==> src/rtl/ps2_key_encoder.sv <==
// PS/2 keyboard front end: synchronises and deglitches the raw lines, deserialises
// 11-bit frames and folds E0/F0/E1 prefixes into single {toggle, pressed, extended, code} events.
//
// state     | meaning
// ----------+-------------------------------------------------
// P_IDLE    | no prefix pending
// P_EXT     | E0 seen, next code is extended
// P_BRK     | F0 seen, next code is a release
// P_EXT_BRK | E0 F0 seen, next code is an extended release
// P_SKIP    | swallowing the Pause sequence (skip_cnt bytes left)
module ps2_key_encoder #(
    parameter int FILTER_LEN = 8,
    parameter int TIMEOUT    = 25000
) (
    input  logic        clk_25,
    input  logic        reset,
    input  logic        ps2_clk,
    input  logic        ps2_data,
    output logic [10:0] ps2_key,
    output logic        frame_err,
    output logic        busy
);

    localparam int TW = $clog2(TIMEOUT + 1);

    typedef enum logic [2:0] {
        P_IDLE,
        P_EXT,
        P_BRK,
        P_EXT_BRK,
        P_SKIP
    } pstate_t;

    logic [1:0]    clk_sync;
    logic [1:0]    data_sync;
    logic [7:0]    clk_cnt;
    logic [7:0]    data_cnt;
    logic          clk_filt;
    logic          data_filt;
    logic          clk_filt_d;
    logic          fall;

    logic [3:0]    bit_cnt;
    logic [7:0]    shift;
    logic          par_bit;
    logic [TW-1:0] tmr;
    logic          stop_edge;
    logic          byte_ok;
    logic          byte_bad;
    logic          timeout;

    pstate_t       state;
    pstate_t       state_nx;
    logic [2:0]    skip_cnt;
    logic [2:0]    skip_nx;
    logic          is_code;
    logic          emit;
    logic          pressed;
    logic          extended;

    always_ff @(posedge clk_25) begin
        if (reset) begin
            clk_sync  <= 2'b11;
            data_sync <= 2'b11;
        end else begin
            clk_sync  <= {clk_sync[0], ps2_clk};
            data_sync <= {data_sync[0], ps2_data};
        end
    end

    // A line only follows its synchronised input after FILTER_LEN identical samples.
    always_ff @(posedge clk_25) begin
        if (reset) begin
            clk_filt   <= 1'b1;
            data_filt  <= 1'b1;
            clk_filt_d <= 1'b1;
            clk_cnt    <= '0;
            data_cnt   <= '0;
        end else begin
            clk_filt_d <= clk_filt;
            if (clk_sync[1] == clk_filt) begin
                clk_cnt <= '0;
            end else if (clk_cnt == 8'(FILTER_LEN - 1)) begin
                clk_filt <= clk_sync[1];
                clk_cnt  <= '0;
            end else begin
                clk_cnt <= clk_cnt + 8'd1;
            end
            if (data_sync[1] == data_filt) begin
                data_cnt <= '0;
            end else if (data_cnt == 8'(FILTER_LEN - 1)) begin
                data_filt <= data_sync[1];
                data_cnt  <= '0;
            end else begin
                data_cnt <= data_cnt + 8'd1;
            end
        end
    end

    assign fall      = clk_filt_d & ~clk_filt;
    assign stop_edge = fall && (bit_cnt == 4'd10);
    assign byte_ok   = stop_edge && data_filt && (^{shift, par_bit});
    assign byte_bad  = stop_edge && !byte_ok;
    assign timeout   = (bit_cnt != 4'd0) && !fall && (tmr == '0);
    assign busy      = (bit_cnt != 4'd0);

    always_ff @(posedge clk_25) begin
        if (reset) begin
            bit_cnt <= '0;
            shift   <= '0;
            par_bit <= 1'b0;
            tmr     <= '0;
        end else if (fall) begin
            tmr <= TW'(TIMEOUT - 1);
            case (bit_cnt)
                4'd0:  if (!data_filt) bit_cnt <= 4'd1;
                4'd9: begin
                    par_bit <= data_filt;
                    bit_cnt <= 4'd10;
                end
                4'd10: bit_cnt <= 4'd0;
                default: begin
                    shift   <= {data_filt, shift[7:1]};
                    bit_cnt <= bit_cnt + 4'd1;
                end
            endcase
        end else if (timeout) begin
            bit_cnt <= '0;
        end else if ((bit_cnt != 4'd0) && (tmr != '0)) begin
            tmr <= tmr - TW'(1);
        end
    end

    assign is_code = !(shift inside {8'hE0, 8'hE1, 8'hF0, 8'hAA, 8'hEE,
                                     8'hFA, 8'hFE, 8'h00, 8'hFF});

    always_ff @(posedge clk_25) begin
        if (reset) begin
            state     <= P_IDLE;
            skip_cnt  <= '0;
            ps2_key   <= '0;
            frame_err <= 1'b0;
        end else begin
            state     <= state_nx;
            skip_cnt  <= skip_nx;
            frame_err <= byte_bad || timeout;
            if (emit) ps2_key <= {~ps2_key[10], pressed, extended, shift};
        end
    end

    always_comb begin
        state_nx = state;
        skip_nx  = skip_cnt;
        if (byte_bad) begin
            state_nx = P_IDLE;
            skip_nx  = '0;
        end else if (timeout) begin
            state_nx = P_IDLE;
        end else if (byte_ok) begin
            if (skip_cnt != 3'd0) begin
                skip_nx = skip_cnt - 3'd1;
                if (skip_cnt == 3'd1) state_nx = P_IDLE;
            end else begin
                case (shift)
                    8'hE1: begin
                        skip_nx  = 3'd7;
                        state_nx = P_SKIP;
                    end
                    8'hE0: state_nx = P_EXT;
                    8'hF0: begin
                        if (state == P_IDLE)     state_nx = P_BRK;
                        else if (state == P_EXT) state_nx = P_EXT_BRK;
                    end
                    default: state_nx = P_IDLE;
                endcase
            end
        end
    end

    always_comb begin
        emit     = byte_ok && (skip_cnt == 3'd0) && is_code;
        extended = (state == P_EXT) || (state == P_EXT_BRK);
        pressed  = (state == P_IDLE) || (state == P_EXT);
    end

endmodule

==> config.mk <==
export PLATFORM = sky130hd
export DESIGN_NAME = ps2_key_encoder
export DESIGN_NICKNAME = d
export VERILOG_FILES = /design/src/rtl/ps2_key_encoder.sv
export SDC_FILE = /design/constraint.sdc
export NUM_CORES = 1
export LEC_CHECK = 0
export ABC_AREA = 1
export BUFFER_PORTS_ARGS = -buffer_cell sky130_fd_sc_hd__buf_2
export CAP_MARGIN = 10
export CORE_MARGIN = 2
export CORE_UTILIZATION = 51
export CTS_CLUSTER_DIAMETER = 80
export CTS_CLUSTER_SIZE = 16
export DETAILED_ROUTE_END_ITERATION = 16
export PLACE_DENSITY = 0.8
export RECOVER_POWER = 50
export SYNTH_ARGS = -nofsm -noshare
export SYNTH_HDL_FRONTEND = slang
export SYNTH_SLANG_ARGS = --single-unit
==> constraint.sdc <==
create_clock -name clk_25 -period 3.62 [get_ports clk_25]
set_input_delay 0.181 -clock clk_25 [delete_from_list [all_inputs] [get_ports clk_25]]
set_output_delay 0.181 -clock clk_25 [all_outputs]
set_load 0.005 [all_outputs]
After elaboration in Yosys (flattened, before gate mapping). Cells that the tools add are included.

Output and inout bits: 13. Bits of input ports: 4. Logic and storage cells: 106. Flip-flop bits (word level): 69.

Muxes and demuxes: 14. Reductions and logical operators: 43. Eq/ne operators: 21. Bitwise operators: 7. $add $sub $neg: 5.

Operator list (number): == test 8 bit (second input constant) (8); two-way mux 15 bit (3); two-way mux 3 bit (6); adder 8 x 1 -> 8 bit (second input constant) (2); == test 8 x 3 -> 1 bit (second input constant) (2); zero test 15 bit (1); nonzero test 15 bit (1); subtractor 15 x 1 -> 15 bit (second input constant) (1); AND reduction 2 bit (7); two-way mux 4 bit (3); one-hot mux 4 bit (3 select lines) (1); OR reduction 3 bit (4); logical AND 1 bit (9); one-hot mux 3 bit (3 select lines) (1); nonzero test 9 bit (1); parity 9 bit (1); == test 4 bit (second input constant) (2); zero test 8 bit (1); == test 3 x 1 -> 1 bit (second input constant) (2); zero test 3 bit (2); inverter 1 bit (6); AND reduction 3 bit (2); nonzero test 2 bit (3); adder 4 x 1 -> 4 bit (second input constant) (1); other kinds (14) (20).

Longest topological paths before layout.
Word-level depth: 8. Gate-level depth with buffers: 15. Depth with buffers taken out: 14.

Worst setup path before layout. No wires, ideal clock.

Path kind: flip-flop to flip-flop. From: reg bit_cnt[0]. To: reg tmr[3]. Cell stages (with the launch flop): 11. Required time: 3.501 ns. Library setup time: 0.119 ns. Arrival time: 1.430 ns. Path buffers: 0. Clock period less this slack: 1.550 ns. Setup slack: 2.070 ns. Cells stage by stage: dfxtp_1 > inv_1 > ha_1 > nand2_1 > nor2_2 > a21oi_4 > inv_2 > nor2_1 > nand2_1 > o21ai_0 > a21oi_1.

Cells in the longest elaborated chain, start to end: 5. Elaborated cells on any way between the ends: 6. Classes of those cells: bitwise (1); reduce/logical (5).

Ends and longest elaborated chain: start, declared (line 43) `logic [3:0] bit_cnt;`; start signal, assigned (line 124) `bit_cnt <= bit_cnt + 4'd1;`; nonzero test 4 bit (*) (line 104, 129); logical AND 1 bit (2 in a row) (line 104) `assign timeout = (bit_cnt != 4'd0) && !fall && (tmr == '0);`; inverter 1 bit (no source line); AND reduction 2 bit (no source line) (*); end signal, assigned (line 114) `tmr <= TW'(TIMEOUT - 1);`; end signal, assigned (line 130) `tmr <= tmr - TW'(1);`; end, declared (line 46) `logic [TW-1:0] tmr;`.

Mark *: on every way between the ends. The rest lies on a longest branch, timed or not. A chain may end at the register's enable or synchronous reset.

Final worst setup path.
From: reg clk_filt. To: reg ps2_key[8].

Cells in the longest elaborated chain, start to end: 7.

Ends and longest elaborated chain: start, declared (line 38) `logic clk_filt;`; start signal, assigned (line 84) `clk_filt <= clk_sync[1];`; inverter 1 bit (line 100) `assign fall = clk_filt_d & ~clk_filt;`; AND 1 bit (line 100); logical AND 1 bit (line 101) `assign stop_edge = fall && (bit_cnt == 4'd10);`; logical AND 1 bit (2 in a row) (line 102) `assign byte_ok = stop_edge && data_filt && (^{shift, par_bit});`; logical AND 1 bit (2 in a row) (line 181) `emit = byte_ok && (skip_cnt == 3'd0) && is_code;`; end signal, assigned (line 147) `if (emit) ps2_key <= {~ps2_key[10], pressed, extended, shift};`; end, declared (line 19) `output logic [10:0] ps2_key,`.

Every way passes these cells.

==> flow_metrics.py <==
metrics = {
    "detailed_routing": {
        "dr.pass1.iters": 4,
        "wl_um": 6720,
        "wl_per_cell_um": 11.2,
        "drc_errors": 0,
        "ant_nets": 0,
        "via_per_inst": 5.18,
        "drt_iter0_drc": 142,
        "num_vias": 3115,
    },
    "clock_tree": {
        "clock-sinks": 69,
        "cts_root_buf": "clkbuf_8",
        "htree_levels": 3,
        "holdBufCountCts": 0,
        "cts_tree": "done",
        "postCtsSetupBuffers": 0,
        "cts.repair.resized": 0,
        "cts_buffers": 9,
        "cts.clk_slew.worst_paths_ns": 0.07,
        "clockBufferDepth": 2,
        "insertion_delay_ns": 0.34,
    },
    "critical_path": {
        "critPathRequiredTime_ns": 3.90,
        "worst-setup-path-type": "flop to flop",
        "crit_slowest_cell": "nor3_2",
        "worstSetupEndpointType": "flop",
        "critPathArrivalTime_ns": 2.86,
        "cp_cell_sequence": "nor2_1 > clkbuf_1 > inv_1 > nor3_2 > nand3_2 > nand2_1 > nand2_1 > nor2_1",
        "crit_path_max_incr_delay_ns": 0.65,
        "setup.worst_path.start_class": "flop",
        "critPathMaxFanout": 20,
    },
    "power_and_ir_drop": {
        "p_switching_uw": 301,
        "clockPowerShare": 0.431,
        "vdd_ir_drop_max_v": 0.000345,
        "p_total_mw": 1.37,
        "power_density_nw_per_um2": 366,
        "p_comb_frac": 0.015,
        "seq_power_share": 0.555,
        "p_leak_nw": 1.73,
        "p_int_mw": 1.07,
        "swShare": 0.219,
    },
    "flow_run": {
        "maxCapViolCount": 0,
    },
    "grt": {
        "antenna_found_initial": 0,
        "grt_first_pass_wirelength_um": 11700,
        "grt_max_degree": 30,
        "grt_usage": 0.194,
        "grt_overflow_total": 0,
        "grt_pass1_vias": 2812,
    },
    "sta": {
        "fin_skew_ns": 0.00582,
        "max_slew_margin": 0.436,
        "fmax_ghz": 0.387,
        "setup_viol": 0,
        "rsz0062_at_grt": "no",
        "drv_slew": 0,
        "totalNegativeSetupSlack_ns": 0,
        "timing.final.crit_share": 0.713,
        "period_minus_slack_ns": 2.58,
        "worst-slew-pin-transition_ns": 0.846,
        "whs_ns": 0.0206,
        "fin_ws_ns": 1.04,
        "hold_viol": 0,
    },
    "cells_and_area": {
        "fill_cells": 641,
        "antenna_cells": 0,
        "stdcell_count": 601,
        "multi_input_area_sq_um": 1730,
        "syn2layout_area_growth_pct": 7.57,
        "post_route_cells_drive_above_1_share": 0.0883,
        "finalInstanceArea_sq_um": 3750,
        "seqCellArea_sq_um": 1380,
        "layout.nets": 531,
        "post-route-util": 0.558,
    },
    "yosys": {
        "netlist_area_sq_um": 3490,
        "synth.area.top_cells": "dfxtp_1 40%, nand2_1 10%, inv_1 7.4%, nor2_1 7.3%, a21oi_1 5.0%",
        "synth.avg_cell_area_sq_um": 6.99,
        "syn-num-nets": 514,
        "ys_warn_count": 0,
        "synth_cell_types": 32,
        "synth_most_common_cell": "nand2_1",
        "ys_ff_latch": 69,
        "ys.flop_type": "dfxtp_1",
        "synthCells": 499,
        "yosysSeqAreaShare": 0.396,
        "synthArstFlopShare": 0,
        "synth_enable_flop_cells": 0,
        "yosys.area.top_type_share": 0.396,
        "synth_area_leader_cell": "dfxtp_1",
        "yosys-top-cells-count": "93 x nand2_1, 69 x dfxtp_1, 69 x inv_1",
    },
    "floorplanning": {
        "die_area_sq_um": 7520,
        "die_h_um": 86.7,
        "rows": 30,
        "die_w_um": 86.7,
        "pin_count": 17,
        "core_area_sq_um": 6720,
        "initial_utilization": 0.519,
    },
    "place": {
        "gp_congestion": 0.929,
        "placed_cell_area_sq_um": 3600,
        "post-dp-hpwl_um": 4850,
        "dp_slack_ns": 1.40,
        "dp_cells": 585,
        "io_buffers": 16,
    },
    "status": {
        "outcome": "finished clean",
    },
    "worst_hold_path": {
        "holdCritPathClass": "input pin to flop",
    },
}
final timing paths:
check,start,end,slack [ns],depth (start not counted)
max reg2reg,clk_filt,ps2_key[8],1.04,8
min reg2reg,clk_sync[0],clk_sync[1],0.42,1
max,clk_filt,ps2_key[8],1.04,8
min,ps2_clk,clk_sync[0],0.02,2
sequential cells by signal, indices dropped and copies added, names as in the netlist, 2 cells and up:
name and count:
ps2_key 11, clk_cnt 8, shift 8, data_sync 2
bit_cnt 4, tmr 15, clk_sync 2, data_cnt 8
skip_cnt 3, state 3
placed cells by master, fill, tap and decap left out, types with 2 or more instances in the layout:
cell	netlist	routed
nand2_1	93	93
ha_1	11	11
and3_1	8	8
a21oi_1	35	36
nand2_2	5	5
xor2_1	3	3
nand3_2	4	4
nand3_1	26	26
or2_2	4	4
dfxtp_1	69	69
o21ai_0	31	32
nand4_1	12	12
clkbuf_1	1	14
inv_2	5	4
nor3b_1	5	5
nor2_2	7	6
nor3_1	20	20
inv_1	69	70
a211o_1	2	2
nor2_1	68	69
buf_2	5	5
clkbuf_8	0	12
nor3b_2	2	2
o21ai_1	2	2
power by group through the flow:
| stage | combinational, mW | sequential (mW) | clock, mW |
|---|---|---|---|
| after floorplan | 0.0150 | 0.780 | 0 |
| after global placement | 0.0199 | 0.780 | 0 |
| after detailed placement | 0.0205 | 0.780 | 0 |
| after CTS | 0.0206 | 0.763 | 0.605 |
| after global routing | 0.0235 | 0.763 | 0.641 |
| final | 0.0201 | 0.763 | 0.592 |
cell families (layout without fill, tap and decap cells):
group	Yosys count	in the layout	share of synthesized area
and+or+nand+nor	257	257	0.341
buffers and inverters	85	107	0.102
AOI/OAI and AO/OA	74	74	0.114
DFF	69	69	0.396
adders and majority gates	11	11	0.0395
xor gates and xnor gates	3	3	0.00753
per-layer routing:
metal,share of wire,GRT usage
met5,0,0
met4,0.013,0.0597
met2,0.46,0.322
met3,0.043,0.0629
met1,0.48,0.239
critical path: cells and delay by family (launching register included):
kind	cells	cell delay, ns
buffers and inverters	2	0.66
DFF	1	0.34
and+or+nand+nor	6	1.51
final cells by class:
| type | count | share of cell area |
|---|---|---|
| inverters | 74 | 0.0740 |
| well taps | 80 | 0.0267 |
| clock buffers | 14 | 0.0460 |
| clock inverters | 2 | 0.00433 |
| multi-input cells | 345 | 0.462 |
| repair buffers | 17 | 0.0187 |
| flip-flops and latches | 69 | 0.368 |
Note: power is estimated with default switching activity, not from simulation.
